===== config.mk =====
export PLATFORM = sky130hd
export DESIGN_NAME = tft_bus_arbiter
export DESIGN_NICKNAME = d
export VERILOG_FILES = /design/src/rtl/tft_pkg.sv /design/src/rtl/tft_arb_pick.sv /design/src/rtl/tft_bus_arbiter.sv
export SDC_FILE = /design/constraint.sdc
export NUM_CORES = 1
export LEC_CHECK = 0
export CORE_ASPECT_RATIO = 0.7
export CORE_MARGIN = 10
export CORE_UTILIZATION = 35
export CTS_CLUSTER_SIZE = 25
export DETAILED_ROUTE_END_ITERATION = 6
export DONT_BUFFER_PORTS = 1
export SLEW_MARGIN = 20
export SYNTH_ARGS = -nofsm -noshare
export SYNTH_HDL_FRONTEND = slang
export SYNTH_HIERARCHICAL = 1
export SYNTH_SLANG_ARGS = --single-unit

===== constraint.sdc =====
create_clock -name clk -period 1.6 [get_ports clk]
set_input_delay 0.48 -clock clk [delete_from_list [all_inputs] [get_ports clk]]
set_output_delay 0.48 -clock clk [all_outputs]
set_load 0.01 [all_outputs]

===== src/rtl/tft_pkg.sv =====
// ============================================================================
// Module   : tft_pkg
// Purpose  : Shared constants and types for the TFT bus arbiter slice:
//            arbiter state encoding, TFT byte width, dc polarities and
//            requester index assignments.
// Revision : 1.0 - initial release
// ============================================================================
`default_nettype none

package tft_pkg;

  // Arbiter state encoding
  typedef enum logic [1:0] {
    IDLE  = 2'd0,
    GRANT = 2'd1,
    DRAIN = 2'd2
  } tft_arb_state_t;

  localparam int TFT_DATA_W = 8;

  // dc line polarity on the TFT interface
  localparam logic TFT_DC_CMD  = 1'b0;
  localparam logic TFT_DC_DATA = 1'b1;

  // Requester slots; index 0 has the highest fixed priority
  localparam int REQ_INIT   = 0;
  localparam int REQ_SCENE  = 1;
  localparam int REQ_SPRITE = 2;

endpackage

`default_nettype wire


===== src/rtl/tft_arb_pick.sv =====
// ============================================================================
// Module   : tft_arb_pick
// Purpose  : Combinational one-hot picker choosing the next bus owner.
//            Default: lowest requesting index wins.
//            With TFT_ARB_ROUND_ROBIN_EN defined: search starts at the index
//            after the last owner and wraps modulo N_REQ.
// Ports    : req      - request vector
//            last     - index of the previous owner
//            pick     - one-hot winner (all zero when req is zero)
//            pick_idx - binary index of the winner
// Revision : 1.0 - initial release
// ============================================================================
`default_nettype none

module tft_arb_pick
  import tft_pkg::*;
#(
  parameter int N_REQ = 3,
  parameter int IDX_W = 2
) (
  input  logic [N_REQ-1:0] req,
  input  logic [IDX_W-1:0] last,
  output logic [N_REQ-1:0] pick,
  output logic [IDX_W-1:0] pick_idx
);

`ifdef TFT_ARB_ROUND_ROBIN_EN
  always_comb begin
    int cand;
    pick     = '0;
    pick_idx = '0;
    cand     = 0;
    // Walk from last+1 around to last itself; first hit wins
    for (int k = 1; k <= N_REQ; k++) begin
      cand = (int'(last) + k) % N_REQ;
      if ((pick == '0) && req[cand]) begin
        pick[cand] = 1'b1;
        pick_idx   = IDX_W'(cand);
      end
    end
  end
`else
  logic unused_last;
  assign unused_last = ^last;

  always_comb begin
    pick     = '0;
    pick_idx = '0;
    // Scan downward so the lowest set index is the final assignment
    for (int i = N_REQ - 1; i >= 0; i--) begin
      if (req[i]) begin
        pick     = '0;
        pick[i]  = 1'b1;
        pick_idx = IDX_W'(i);
      end
    end
  end
`endif

endmodule

`default_nettype wire


===== src/rtl/tft_bus_arbiter.sv =====
// ============================================================================
// Module   : tft_bus_arbiter
// Purpose  : Burst-level arbiter sharing one SPI TFT byte transmitter among
//            N_REQ requesters. An owner keeps the bus for its whole burst so
//            window commands and pixel streams never interleave.
//            Optional macro TFT_ARB_ROUND_ROBIN_EN selects round-robin
//            selection instead of fixed lowest-index priority.
// Ports    : clk, rst (async, active-low)
//            req/req_dc/req_data/req_transmit - per-requester inputs
//            grant (one-hot owner), req_busy (per-requester busy view)
//            tft_busy in; tft_dc/tft_data/tft_transmit registered out
//            bus_idle, protocol_err (sticky)
// Revision : 1.0 - initial release
// ============================================================================
`default_nettype none

module tft_bus_arbiter
  import tft_pkg::*;
#(
  parameter int N_REQ      = 3,
  parameter int DATA_W     = TFT_DATA_W,
  parameter int GAP_CYCLES = 1
) (
  input  logic                    clk,
  input  logic                    rst,
  input  logic [N_REQ-1:0]        req,
  input  logic [N_REQ-1:0]        req_dc,
  input  logic [N_REQ*DATA_W-1:0] req_data,
  input  logic [N_REQ-1:0]        req_transmit,
  output logic [N_REQ-1:0]        grant,
  output logic [N_REQ-1:0]        req_busy,
  input  logic                    tft_busy,
  output logic                    tft_dc,
  output logic [DATA_W-1:0]       tft_data,
  output logic                    tft_transmit,
  output logic                    bus_idle,
  output logic                    protocol_err
);

  localparam int IDX_W = (N_REQ > 1) ? $clog2(N_REQ) : 1;

  tft_arb_state_t    state;
  logic [3:0]        gap_cnt;
  logic [IDX_W-1:0]  last_owner;

  logic [N_REQ-1:0]  pick;
  logic [IDX_W-1:0]  pick_idx;
  logic              owner_strobe;
  logic              owner_req;
  logic              owner_busy;
  logic              owner_dc;
  logic [DATA_W-1:0] owner_data;
  logic              err_now;

  tft_arb_pick #(
    .N_REQ (N_REQ),
    .IDX_W (IDX_W)
  ) u_pick (
    .req      (req),
    .last     (last_owner),
    .pick     (pick),
    .pick_idx (pick_idx)
  );

  // AND-OR mux of the owner's lanes; grant is one-hot or zero
  always_comb begin
    owner_dc   = 1'b0;
    owner_data = '0;
    for (int i = 0; i < N_REQ; i++) begin
      if (grant[i]) begin
        owner_dc   = req_dc[i];
        owner_data = req_data[i*DATA_W +: DATA_W];
      end
    end
  end

  assign owner_strobe = |(req_transmit & grant);
  assign owner_req    = |(req & grant);
  // tft_transmit covers the cycle before the transmitter raises tft_busy
  assign owner_busy   = tft_busy | tft_transmit;

  assign err_now = (|(req_transmit & ~grant))
                 | (owner_strobe & owner_busy)
                 | ((state == GRANT) & owner_strobe & ~owner_req);

  for (genvar g = 0; g < N_REQ; g++) begin : g_req_busy
    assign req_busy[g] = grant[g] ? owner_busy : 1'b1;
  end

  assign bus_idle = (state == IDLE) & ~tft_transmit & ~tft_busy;

  always_ff @(posedge clk or negedge rst) begin
    if (!rst) begin
      state        <= IDLE;
      grant        <= '0;
      gap_cnt      <= '0;
      last_owner   <= IDX_W'(N_REQ - 1);
      tft_transmit <= 1'b0;
      tft_dc       <= TFT_DC_DATA;
      tft_data     <= '0;
      protocol_err <= 1'b0;
    end else begin
      tft_transmit <= 1'b0;
      if (err_now) begin
        protocol_err <= 1'b1;
      end
      case (state)
        IDLE: begin
          if (gap_cnt != 4'd0) begin
            gap_cnt <= gap_cnt - 4'd1;
          end else if (|req) begin
            grant      <= pick;
            last_owner <= pick_idx;
            state      <= GRANT;
          end
        end
        GRANT: begin
          if (owner_strobe && !owner_busy) begin
            tft_transmit <= 1'b1;
            tft_dc       <= owner_dc;
            tft_data     <= owner_data;
          end
          // A strobe coinciding with the release is still forwarded above
          if (!owner_req) begin
            state <= DRAIN;
          end
        end
        DRAIN: begin
          if (!tft_transmit && !tft_busy) begin
            grant   <= '0;
            gap_cnt <= 4'(GAP_CYCLES);
            state   <= IDLE;
          end
        end
        default: begin
          grant <= '0;
          state <= IDLE;
        end
      endcase
    end
  end

endmodule

`default_nettype wire


==> results of run 1 <==
==> power by group through the flow <==
stage               clock network, mW  logic [mW]  registers, mW
finish                          0.510        1.42          0.872
detailed placement                  0        1.24          0.863
floorplan                           0       0.831          0.859
global route                    0.538        1.58          0.902
CTS                             0.517        1.35          0.855
global placement                    0        1.20          0.852
==> flip-flops by register name (all words and copies together) (netlist names) <==
| signal | flops |
|---|---|
| gap_cnt | 4 |
| grant | 3 |
| protocol_err | 1 |
| state | 2 |
| tft_data | 8 |
| tft_dc | 1 |
| tft_transmit | 1 |
==> worst paths after layout <==
kind / endpoint / slack, ns / depth (start not counted)
worst min register to register: gap_cnt[1] / 0.60 / 1
worst min-delay path: tft_dc / 0.06 / 0
worst max register to register: tft_data[6] / 0.04 / 5
worst max-delay path: bus_idle / 0.03 / 2
max in group asynchronous: tft_data[3] / 0.32 / 1
min in group clk: protocol_err / 0.41 / 2
==> cell type report <==
class / count / area (um2) / share of cell area [%]
timing repair buffer: 20 / 164 / 10.9
clock inverter: 1 / 30.0 / 1.99
multi-input combinational: 84 / 691 / 45.8
inverter: 6 / 22.5 / 1.49
sequential: 20 / 502 / 33.3
clock buffer: 3 / 41.3 / 2.74
tap: 47 / 58.8 / 3.90
==> stage by stage <==
| step | instance area, um2 | cells |
|---|---|---|
| floorplan | 1220 | 119 |
| global placement | 1340 | 171 |
| detailed placement | 1340 | 171 |
| CTS | 1480 | 181 |
| global route | 1510 | 181 |
| finish | 1510 | 181 |
==> what timing repair did <==
item                                    CTS  global route
cloned                                    0             0
pin swaps                                 2             5
endpoints found under the setup margin   10            16
hold endpoints to repair                 19             0
hold buffers                              1             0
buffers inserted                          5             2
gates resized for setup                   4            10
==> cell usage in the layout, fill, tap and decap left out, types with 3 or more instances in the layout <==
master     instances
nand3b_1           9
nand2_1            4
nor2_1             3
inv_1              4
o2bb2ai_1          5
nor2b_1            3
mux2_2             9
clkbuf_8           3
dfrtp_1           19
buf_4             16
a21oi_1           11
a2bb2oi_1          9
buf_6              3
==> per-layer routing <==
| layer | GRT usage [%] | part of all wire (%) | up-vias |
|---|---|---|---|
| met4 | 4.18 | 1.7 | 0 |
| met1 | 12.6 | 38 | 517 |
| met3 | 5.28 | 9.1 | 6 |
| met5 | 0 | 0 | - |
| li1 | - | - | 490 |
| met2 | 20.1 | 52 | 33 |
==> results.sh, run 1 <==
export IMPL_die_height_um=69.3
export IMPL_preCtsSetupSlack_ns=-0.427
export IMPL_firstDrtPassIters=4
export IMPL_portBuffers=0
export IMPL_critPathLaunch="state[0]"
export IMPL_switchingPower_mw=1.09
export IMPL_drive_gt1_share_pct=31.3
export IMPL_core_area_um2=3230
export IMPL_first_global_vias=1092
export IMPL_wire_per_inst_um=20.9
export IMPL_final_max_slew_viol_count=0
export IMPL_grt_max_degree=25
export IMPL_fmax_mhz=637
export IMPL_synthCells=119
export IMPL_critPathSlowestCell="dfrtp_1"
export IMPL_clkTransAtPathRegs_ns=0.08
export IMPL_setup_tns_ns=0
export IMPL_critical_path_class="reg -> out"
export IMPL_seqPwrFrac_pct=31.1
export IMPL_die_w_um=90.5
export IMPL_crit_fanout=3
export IMPL_dp_hpwl_um=2870
export IMPL_skew_ns=0.00210
export IMPL_p_leak_nw=0.641
export IMPL_gp_congestion=0.871
export IMPL_crit_family="flip-flops"
export IMPL_cp_required_ns=1.12
export IMPL_via_per_inst=5.78
export IMPL_cts_max_path_buffers=2
export IMPL_p_int_mw=1.72
export IMPL_critPathCaptureType="primary output"
export IMPL_antenna_cells=0
export IMPL_clkPwrFrac_pct=18.2
export IMPL_cap_violations=0
export IMPL_pin_count=54
export IMPL_dr_total_vias=1046
export IMPL_tightestPinTransition_ns=0.841
export IMPL_powerDensity_nw_per_um2=1860
export IMPL_drt_wl_total_um=3790
export IMPL_grt_pass1_wl_um=6020
export IMPL_antenna_found_initial=0
export IMPL_initial_core_util_pct=37.7
export IMPL_max_vdd_ir_drop_uv=597
export IMPL_sw_frac_of_total_pct=38.7
export IMPL_hold_viol=0
export IMPL_clock_latency_ns=0.26
export IMPL_overflow=0
export IMPL_cts_max_level=1
export IMPL_crit_buf_inv=1
export IMPL_power_frac_comb_pct=50.7
export IMPL_final_util_pct=46.7
export IMPL_drtIter0Drc=63
export IMPL_status="finished clean"
export IMPL_total_power_mw=2.80
export IMPL_critPathMaxStageDelay_ns=0.41
export IMPL_drtAntennaViolNets=0
export IMPL_worst_slack_ns=0.0303
export IMPL_rsz0062_at_grt="yes"
export IMPL_grt_total_usage_pct=11.8
export IMPL_syn_area_um2=1220
export IMPL_slew_headroom_pct=43.8
export IMPL_dieArea_um2=6280
export IMPL_yosys_warnings=6
export IMPL_drc=0
export IMPL_fp_row_count=17
export IMPL_area_growth_pct=23.9
export IMPL_cts_tree="built"
export IMPL_hold_path_class="in -> async"
export IMPL_reg2reg_from="grant[0]"
export IMPL_cp_arrival_ns=1.09
export IMPL_setup_viol=0
export IMPL_root_buffer="clkbuf_8"
export IMPL_cts_buffers=3
export IMPL_num_fill_cells=310
export IMPL_startpoint_type="flip-flop"
export IMPL_whs_ns=0.0551
export IMPL_syn_avg_cell_area_um2=10.2
export IMPL_crit_chain="nor4_2 -> buf_4"
export IMPL_clock_sinks=20
export IMPL_post_route_min_period_ns=1.57
export IMPL_post_route_period_util_pct=98.1
export IMPL_nets=172
export IMPL_synth_fp_nets=156
(Power assumes the default switching activity.)
==> run 2: changes to the inputs <==
--- a/config.mk
+++ b/config.mk
@@ -5,7 +5,7 @@
 export SDC_FILE = /design/constraint.sdc
 export NUM_CORES = 1
 export LEC_CHECK = 0
-export CORE_ASPECT_RATIO = 0.7
+export CORE_ASPECT_RATIO = 0.6
 export CORE_MARGIN = 10
 export CORE_UTILIZATION = 35
 export CTS_CLUSTER_SIZE = 25
==> results.sh, run 2 (synthesis results as in run 1) <==
export IMPL_drtIter0Drc=82
export IMPL_crit_fanout=6
export IMPL_die_w_um=96.1
export IMPL_antenna_cells=0
export IMPL_post_route_period_util_pct=101
export IMPL_layout_commonest_cell="dfrtp_1"
export IMPL_skew_ns=0.00438
export IMPL_final_cell_area_um2=1490
export IMPL_regMostFlops="tft_data"
export IMPL_slew_headroom_pct=41.9
export IMPL_cts_max_level=1
export IMPL_critical_path_class="reg -> out"
export IMPL_fmax_mhz=616
export IMPL_grt_total_usage_pct=11.6
export IMPL_cp_required_ns=1.12
export IMPL_crit_buf_inv=2
export IMPL_dp_hpwl_um=2870
export IMPL_worst_slack_ns=-0.0223
export IMPL_die_height_um=65.7
export IMPL_layout_common_cells="19 x dfrtp_1, 18 x buf_4, 11 x a21oi_1"
export IMPL_nets=173
export IMPL_antenna_found_initial=0
export IMPL_cp_arrival_ns=1.14
export IMPL_overflow=0
export IMPL_initial_core_util_pct=36.9
export IMPL_max_vdd_ir_drop_uv=623
export IMPL_setup_viol=1
export IMPL_cts_buffers=3
export IMPL_crit_family="flip-flops"
export IMPL_fp_row_count=16
export IMPL_violations="setup timing"
export IMPL_first_global_vias=1113
export IMPL_setup_tns_ns=-0.0223
export IMPL_core_area_um2=3300
export IMPL_crit_chain="buf_6 -> nor4_2 -> buf_4"
export IMPL_critPathMaxStageDelay_ns=0.39
export IMPL_hold_path_class="in -> async"
export IMPL_dr_total_vias=1066
export IMPL_via_per_inst=5.92
export IMPL_cts_tree="built"
export IMPL_wire_per_inst_um=21.1
export IMPL_gp_congestion=0.801
export IMPL_dieArea_um2=6310
export IMPL_firstDrtPassIters=4
export IMPL_startpoint_type="flip-flop"
export IMPL_area_growth_pct=22.0
export IMPL_clock_latency_ns=0.26
export IMPL_drc=0
export IMPL_post_route_min_period_ns=1.62
export IMPL_powerDensity_nw_per_um2=1770
export IMPL_drive_gt1_share_pct=28.9
export IMPL_drtAntennaViolNets=0
export IMPL_critPathSlowestCell="dfrtp_1"
export IMPL_pin_count=54
export IMPL_reg_top3="tft_data x8, gap_cnt x4, grant x3"
export IMPL_num_fill_cells=328
export IMPL_grt_pass1_wl_um=5820
export IMPL_cap_violations=0
export IMPL_p_leak_nw=0.634
export IMPL_critPathCaptureType="primary output"
export IMPL_clkTransAtPathRegs_ns=0.07
export IMPL_clock_sinks=20
export IMPL_total_power_mw=2.63
export IMPL_tightestPinTransition_ns=0.869
export IMPL_grt_max_degree=25
export IMPL_final_max_slew_viol_count=0
export IMPL_largest_reg_flops=8
export IMPL_status="complete, but fails checks"
export IMPL_hold_viol=0
export IMPL_cts_max_path_buffers=2
export IMPL_portBuffers=0
export IMPL_preCtsSetupSlack_ns=-0.499
export IMPL_postPlaceCellArea_um2=1350
export IMPL_drt_wl_total_um=3800
export IMPL_root_buffer="clkbuf_8"
export IMPL_rsz0062_at_grt="yes"
-- run 2: timing repair --
item | CTS | global route
hold endpoints to repair | 19 | 0
pin swaps | 2 | 2
resized for setup | 4 | 3
hold buffers | 1 | 0
endpoints found under the setup margin | 11 | 16
gates cloned | 0 | 0
setup buffers | 3 | 3
-- run 2: layer usage --
layer	vias up	share of wire, %	wire length, um	track usage (%)
met5	-	0	0	0
met4	0	1.4	55	3.30
met3	8	9.5	360	5.67
met2	42	50	1910	18.5
met1	522	39	1470	13.5
li1	494	-	-	-
-- run 2: cell type report --
| class | count | area [um2] | share of cell area, % |
|---|---|---|---|
| Sequential cell | 20 | 502 | 33.8 |
| Multi-Input combinational cell | 84 | 683 | 46.0 |
| Inverter | 6 | 22.5 | 1.52 |
| Timing Repair Buffer | 21 | 176 | 11.9 |
| Clock buffer | 4 | 45.0 | 3.03 |
| Tap cell | 45 | 56.3 | 3.79 |
-- run 2: path summary, 6_finish.rpt --
check | start | endpoint | slack, ns | depth (start not counted)
setup / recovery | state[1] | bus_idle | -0.02 | 3
hold / removal | rst | tft_dc | 0.06 | 0
setup reg to reg | grant[0] | tft_data[1] | 0.06 | 5
hold reg to reg | gap_cnt[0] | gap_cnt[0] | 0.59 | 2
max in group asynchronous | rst | gap_cnt[2] | 0.29 | 1
min in group clk | req_transmit[2] | protocol_err | 0.39 | 2
-- run 2: power breakdown --
| part | total, mW | internal (mW) | switching (mW) |
|---|---|---|---|
| Sequential | 0.842 | 0.677 | 0.165 |
| Clock | 0.338 | 0.177 | 0.161 |
| Combinational | 1.45 | 0.713 | 0.737 |
-- run 2: worst reg2reg max path, cell delays in order (launching register included) --
cell and delay, ns:
dfrtp_1 0.38, a222oi_1 0.39, buf_4 0.19, nor4b_4 0.05, buf_12 0.14, mux2_2 0.27
-- run 2: through the flow --
| step | hold slack [ns] | utilization [%] | cells |
|---|---|---|---|
| floorplan | 0.184 | - | 119 |
| global placement | 0.185 | 40.8 | 170 |
| detailed placement | 0.185 | 40.8 | 170 |
| CTS | 0.0538 | 44.2 | 178 |
| global route | 0.0416 | 45.0 | 180 |
| finish | 0.0597 | 45.0 | 180 |
==> patch 1 (settings of run 2) <==
Set the package constant `TFT_DATA_W` to 6 (it was 8).
--- a/src/rtl/tft_pkg.sv
+++ b/src/rtl/tft_pkg.sv
@@ -16,7 +16,7 @@
     DRAIN = 2'd2
   } tft_arb_state_t;
 
-  localparam int TFT_DATA_W = 8;
+  localparam int TFT_DATA_W = 6;
 
   // dc line polarity on the TFT interface
   localparam logic TFT_DC_CMD  = 1'b0;
Interface: changed (resized req_data and tft_data); port bits go from 54 to 46. The function was not compared with the original's and may differ.
==> patch 1 against run 2 <==
Wire length shrank 10%. Power rose by 3.8%. Synthesized area fell by 8.8%. Global-route usage down 0.095 points. Sequential cell count decreased by 2. The run still ends with negative setup slack left. Cell count shrank 7.8%. Cell area shrank 3.8%. Critical endpoint is now grant[0]. Setup slack lost 0.31 ns.
==> patch 1: results (changes against run 2) <==
[global_route]
grt_use_total_pct=11.5  ; was 11.6%
antenna_found_initial=0  ; unchanged
grt_first_pass_wirelength_um=5440  ; was 5820 µm
grt_max_degree=20  ; was 25
first_global_vias=1021  ; was 1,113

[worst_setup_path]
critical_path.max_fanout=4  ; was 6
max_stage_delay_ns=0.54  ; was 0.39 ns
slowest_stage=or4_4  ; was dfrtp_1
path_delay_family=simple AND/OR/NAND/NOR gates  ; was flip-flops

[pwr]
p_leak_nw=0.619  ; was 0.634 nW
vdd_drop_max_v=0.000686  ; was 0.000623 V

[timing]
finalSetupTns_ns=-1.33  ; was -0.0223 ns
fin_ws_ns=-0.330  ; was -0.0223 ns
fin_skew_ns=0.00290  ; was 0.00438 ns
tightest_slew_ns=0.798  ; was 0.869 ns
final-setup-viol-count=5  ; was 1

[cts]
cts_resized=9  ; was 4
hold_buffers=1  ; unchanged
cts_setup_buffers=5  ; was 3
cts_buffers=3  ; unchanged
clk_path_buf_depth=2  ; unchanged
cts-root-buf=clkbuf_8  ; unchanged
clkLatencyLatePin_ns=0.25
h-tree-depth=1  ; unchanged
clk_pin_slew_ns=0.07  ; about the same

[finish]
top_regs=tft_data (6), gap_cnt (4), grant (3)  ; was tft_data (8), gap_cnt (4), grant (3)
drive_gt1_share_pct=40.3  ; was 28.9%
diodes=0  ; unchanged
fillers=277  ; was 328
fin_nets=156  ; was 173

[routing]
dr.pass1.iters=4  ; unchanged
routedWlPerCell_um=20.5  ; was 21.1 µm
drt_iter0_markers=49  ; was 82
vias=966  ; was 1,066

[synth]
yosys_warnings=6  ; unchanged
synth_nets=135  ; was 156

[outcome]
violations=negative setup slack  ; unchanged
status=finished, violations left  ; unchanged

[placed_design]
routabilityCongestion=0.781  ; was 0.801
place_hpwl_um=2640  ; was 2870 µm
placed_cell_area_um2=1280  ; was 1350 µm²
numPortBuffers=0  ; unchanged

-- patch 1: final cells by class --
type / instances / area (µm²) / area share (%)
multi-input cells: 73 / 654 / 45.8
flip-flops and latches: 18 / 452 / 31.6
repair buffers: 24 / 206 / 14.4
well taps: 42 / 52.6 / 3.68
clock buffers: 4 / 45.0 / 3.15
inverters: 5 / 18.8 / 1.31
-- patch 1: metrics by stage --
| stage | instances | util (%) | setup WS, ns |
|---|---|---|---|
| 2_1_floorplan | 104 | - | -0.447 |
| 3_3_place_gp | 155 | 43.3 | -0.316 |
| 3_5_place_dp | 155 | 43.3 | -0.371 |
| 4_1_cts | 165 | 48.1 | -0.357 |
| 5_1_grt | 166 | 48.5 | -0.377 |
| 6_report | 166 | 48.5 | -0.330 |
-- patch 1: routing by layer --
layer | share of wire [%] | vias to the layer above | global-route usage (%)
met3 | 15 | 10 | 6.03
li1 | - | 427 | -
met2 | 44 | 66 | 17.6
met4 | 0.85 | 0 | 0.766
met1 | 40 | 463 | 14.5
met5 | 0 | - | 0
-- patch 1: power by group --
part | total (mW) | internal, mW | leakage [nW] | switching, mW
sequential | 0.788 | 0.624 | 0.230 | 0.164
clock | 0.323 | 0.177 | 0.0228 | 0.146
combinational | 1.62 | 0.868 | 0.367 | 0.750
total | 2.73 | 1.67 | 0.619 | 1.06
-- patch 1: path summary, 6_finish.rpt --
path                             from     endpoint  slack [ns]  cells past startpoint
max                        gap_cnt[0]     grant[0]       -0.33                      5
min                               rst       tft_dc        0.07                      0
max reg2reg                gap_cnt[0]     grant[0]       -0.33                      5
min reg2reg                gap_cnt[3]   gap_cnt[3]        0.59                      1
max in group asynchronous         rst  tft_data[5]        0.35                      1
min in group clk               req[0]     grant[0]        0.38                      1
==> patch 2 (config.mk and constraints of run 2) <==
Made on the original files. Re-encode `tft_arb_state_t` (3 states) as one-hot, 3 bits wide.
--- a/src/rtl/tft_pkg.sv
+++ b/src/rtl/tft_pkg.sv
@@ -10,10 +10,10 @@
 package tft_pkg;
 
   // Arbiter state encoding
-  typedef enum logic [1:0] {
-    IDLE  = 2'd0,
-    GRANT = 2'd1,
-    DRAIN = 2'd2
+  typedef enum logic [2:0] {
+    IDLE  = 3'b001,
+    GRANT = 3'b010,
+    DRAIN = 3'b100
   } tft_arb_state_t;
 
   localparam int TFT_DATA_W = 8;
Formal check against the unedited RTL: same outputs for any inputs over 10 cycles, from zero or initial values and one cycle with rst low; not proved beyond that.
==> patch 2 against run 2 <==
The run still ends with negative setup slack left. Die area decreased by 2.6%. Power decreased by 16%. Synthesized area decreased by 3.5%. Setup slack got worse by 0.18 ns. Cell area increased by 2.8%. Synthesized cell count increased by 2.5%. Wire length decreased by 0.66%. Cell count increased by 3.3%. First-iteration DRC count decreased by 51%. Sequential cell count increased by 1. Utilization increased by 2.1 points.
==> patch 2: results (changes against run 2) <==
[cts]
cts-root-buf=clkbuf_8  ; unchanged
clk_pin_slew_ns=0.08
clkLatencyLatePin_ns=0.26  ; about the same
clk_path_buf_depth=2  ; unchanged
cts_buffers=3  ; unchanged
h-tree-depth=1  ; unchanged

[routing]
drt_iter0_markers=40  ; was 82
vias=1044  ; was 1,066
wl_um=3770  ; was 3800 µm
dr.pass1.iters=4  ; unchanged

[placed_design]
placed_cell_area_um2=1320  ; was 1350 µm²
numPortBuffers=0  ; unchanged
place_hpwl_um=2700  ; was 2870 µm
routabilityCongestion=0.818  ; was 0.801
dp_cells=175  ; was 170

[outcome]
violations=negative setup slack  ; unchanged
status=finished, violations left  ; unchanged

[global_route]
grt_max_degree=20  ; was 25
grt_first_pass_wirelength_um=5510  ; was 5820 µm
first_global_vias=1116  ; was 1,113
antenna_found_initial=0  ; unchanged
grt_use_total_pct=11.2  ; was 11.6%

[worst_setup_path]
cp_data_arrival_time_ns=1.33  ; was 1.14 ns
critical_path.max_fanout=2  ; was 6

[worst_hold_path]
hold_path.class=in -> async  ; unchanged

[finish]
fillers=307  ; was 328
fin_nets=179  ; was 173
top_regs=tft_data (8), gap_cnt (4)  ; was tft_data (8), gap_cnt (4), grant (3)
drive_gt1_share_pct=43.3  ; was 28.9%
final_cells=186  ; was 180
diodes=0  ; unchanged

[synth]
synth_nets=159  ; was 156
yosys_warnings=6  ; unchanged
syn_area_per_cell_um2=9.63  ; was 10.2 µm²

[timing]
relSlewSlack_pct=39.5  ; was 41.9%
fin_skew_ns=0.00453  ; was 0.00438 ns
final-setup-viol-count=9  ; was 1
fin_ws_ns=-0.207  ; was -0.0223 ns

[pwr]
p_leak_nw=0.649  ; was 0.634 nW
vdd_drop_max_v=0.000620  ; was 0.000623 V

patch 2: power by group:
part           switching (mW)  internal, mW
clock network           0.168         0.177
registers              0.0805         0.635
logic                   0.604         0.540
total                   0.852          1.35
patch 2: path summary, 6_finish.rpt:
check	from	cells past startpoint	slack, ns	end
min in group clk	req[0]	1	0.39	grant[0]
max in group asynchronous	rst	1	0.25	grant[1]
hold / removal	rst	0	0.05	state[0]
hold reg to reg	gap_cnt[1]	1	0.53	gap_cnt[1]
setup / recovery	state[0]	2	-0.21	bus_idle
setup reg to reg	state[0]	6	-0.20	gap_cnt[3]
patch 2: metal layers:
metal  vias to the layer above  global-route usage (%)  wire, µm
met2                        52                    18.3      1830
met3                         6                    6.55       386
li1                        483                       -         -
met4                         0                    2.42        52
met1                       503                    12.3      1500
met5                         -                       0         0
patch 2: worst max-delay path, stage by stage, from the launching register on:
cell	delay, ns
dfstp_2	0.54
or3b_4	0.41
nor2_4	0.12
patch 2: area by class of cell:
cell class	count	area, µm²	share of cell area, %
multi-input cells	90	698	45.7
repair buffers	21	180	11.8
well taps	45	56.3	3.69
flip-flops and latches	21	528	34.6
clock buffers	4	45.0	2.95
inverters	5	18.8	1.23
patch 2: what timing repair did:
action	4_1_cts	5_1_grt
hold endpoints to repair	19	0
pin swaps	7	8
hold buffers	1	0
endpoints found under the setup margin	14	21
setup buffers	4	3
resized for setup	7	21
patch 2: metrics by stage:
| stage | worst slack, ns | hold slack, ns | utilization (%) | setup TNS (ns) |
|---|---|---|---|---|
| global route | -0.238 | 0.0384 | 47.1 | -1.33 |
| CTS | -0.221 | 0.0489 | 44.4 | -0.745 |
| global placement | -0.0330 | 0.186 | 40.6 | -0.282 |
| detailed placement | -0.134 | 0.185 | 40.6 | -1.12 |
| finish | -0.207 | 0.0538 | 47.1 | -0.931 |
| floorplan | -0.0130 | 0.184 | - | -0.0255 |
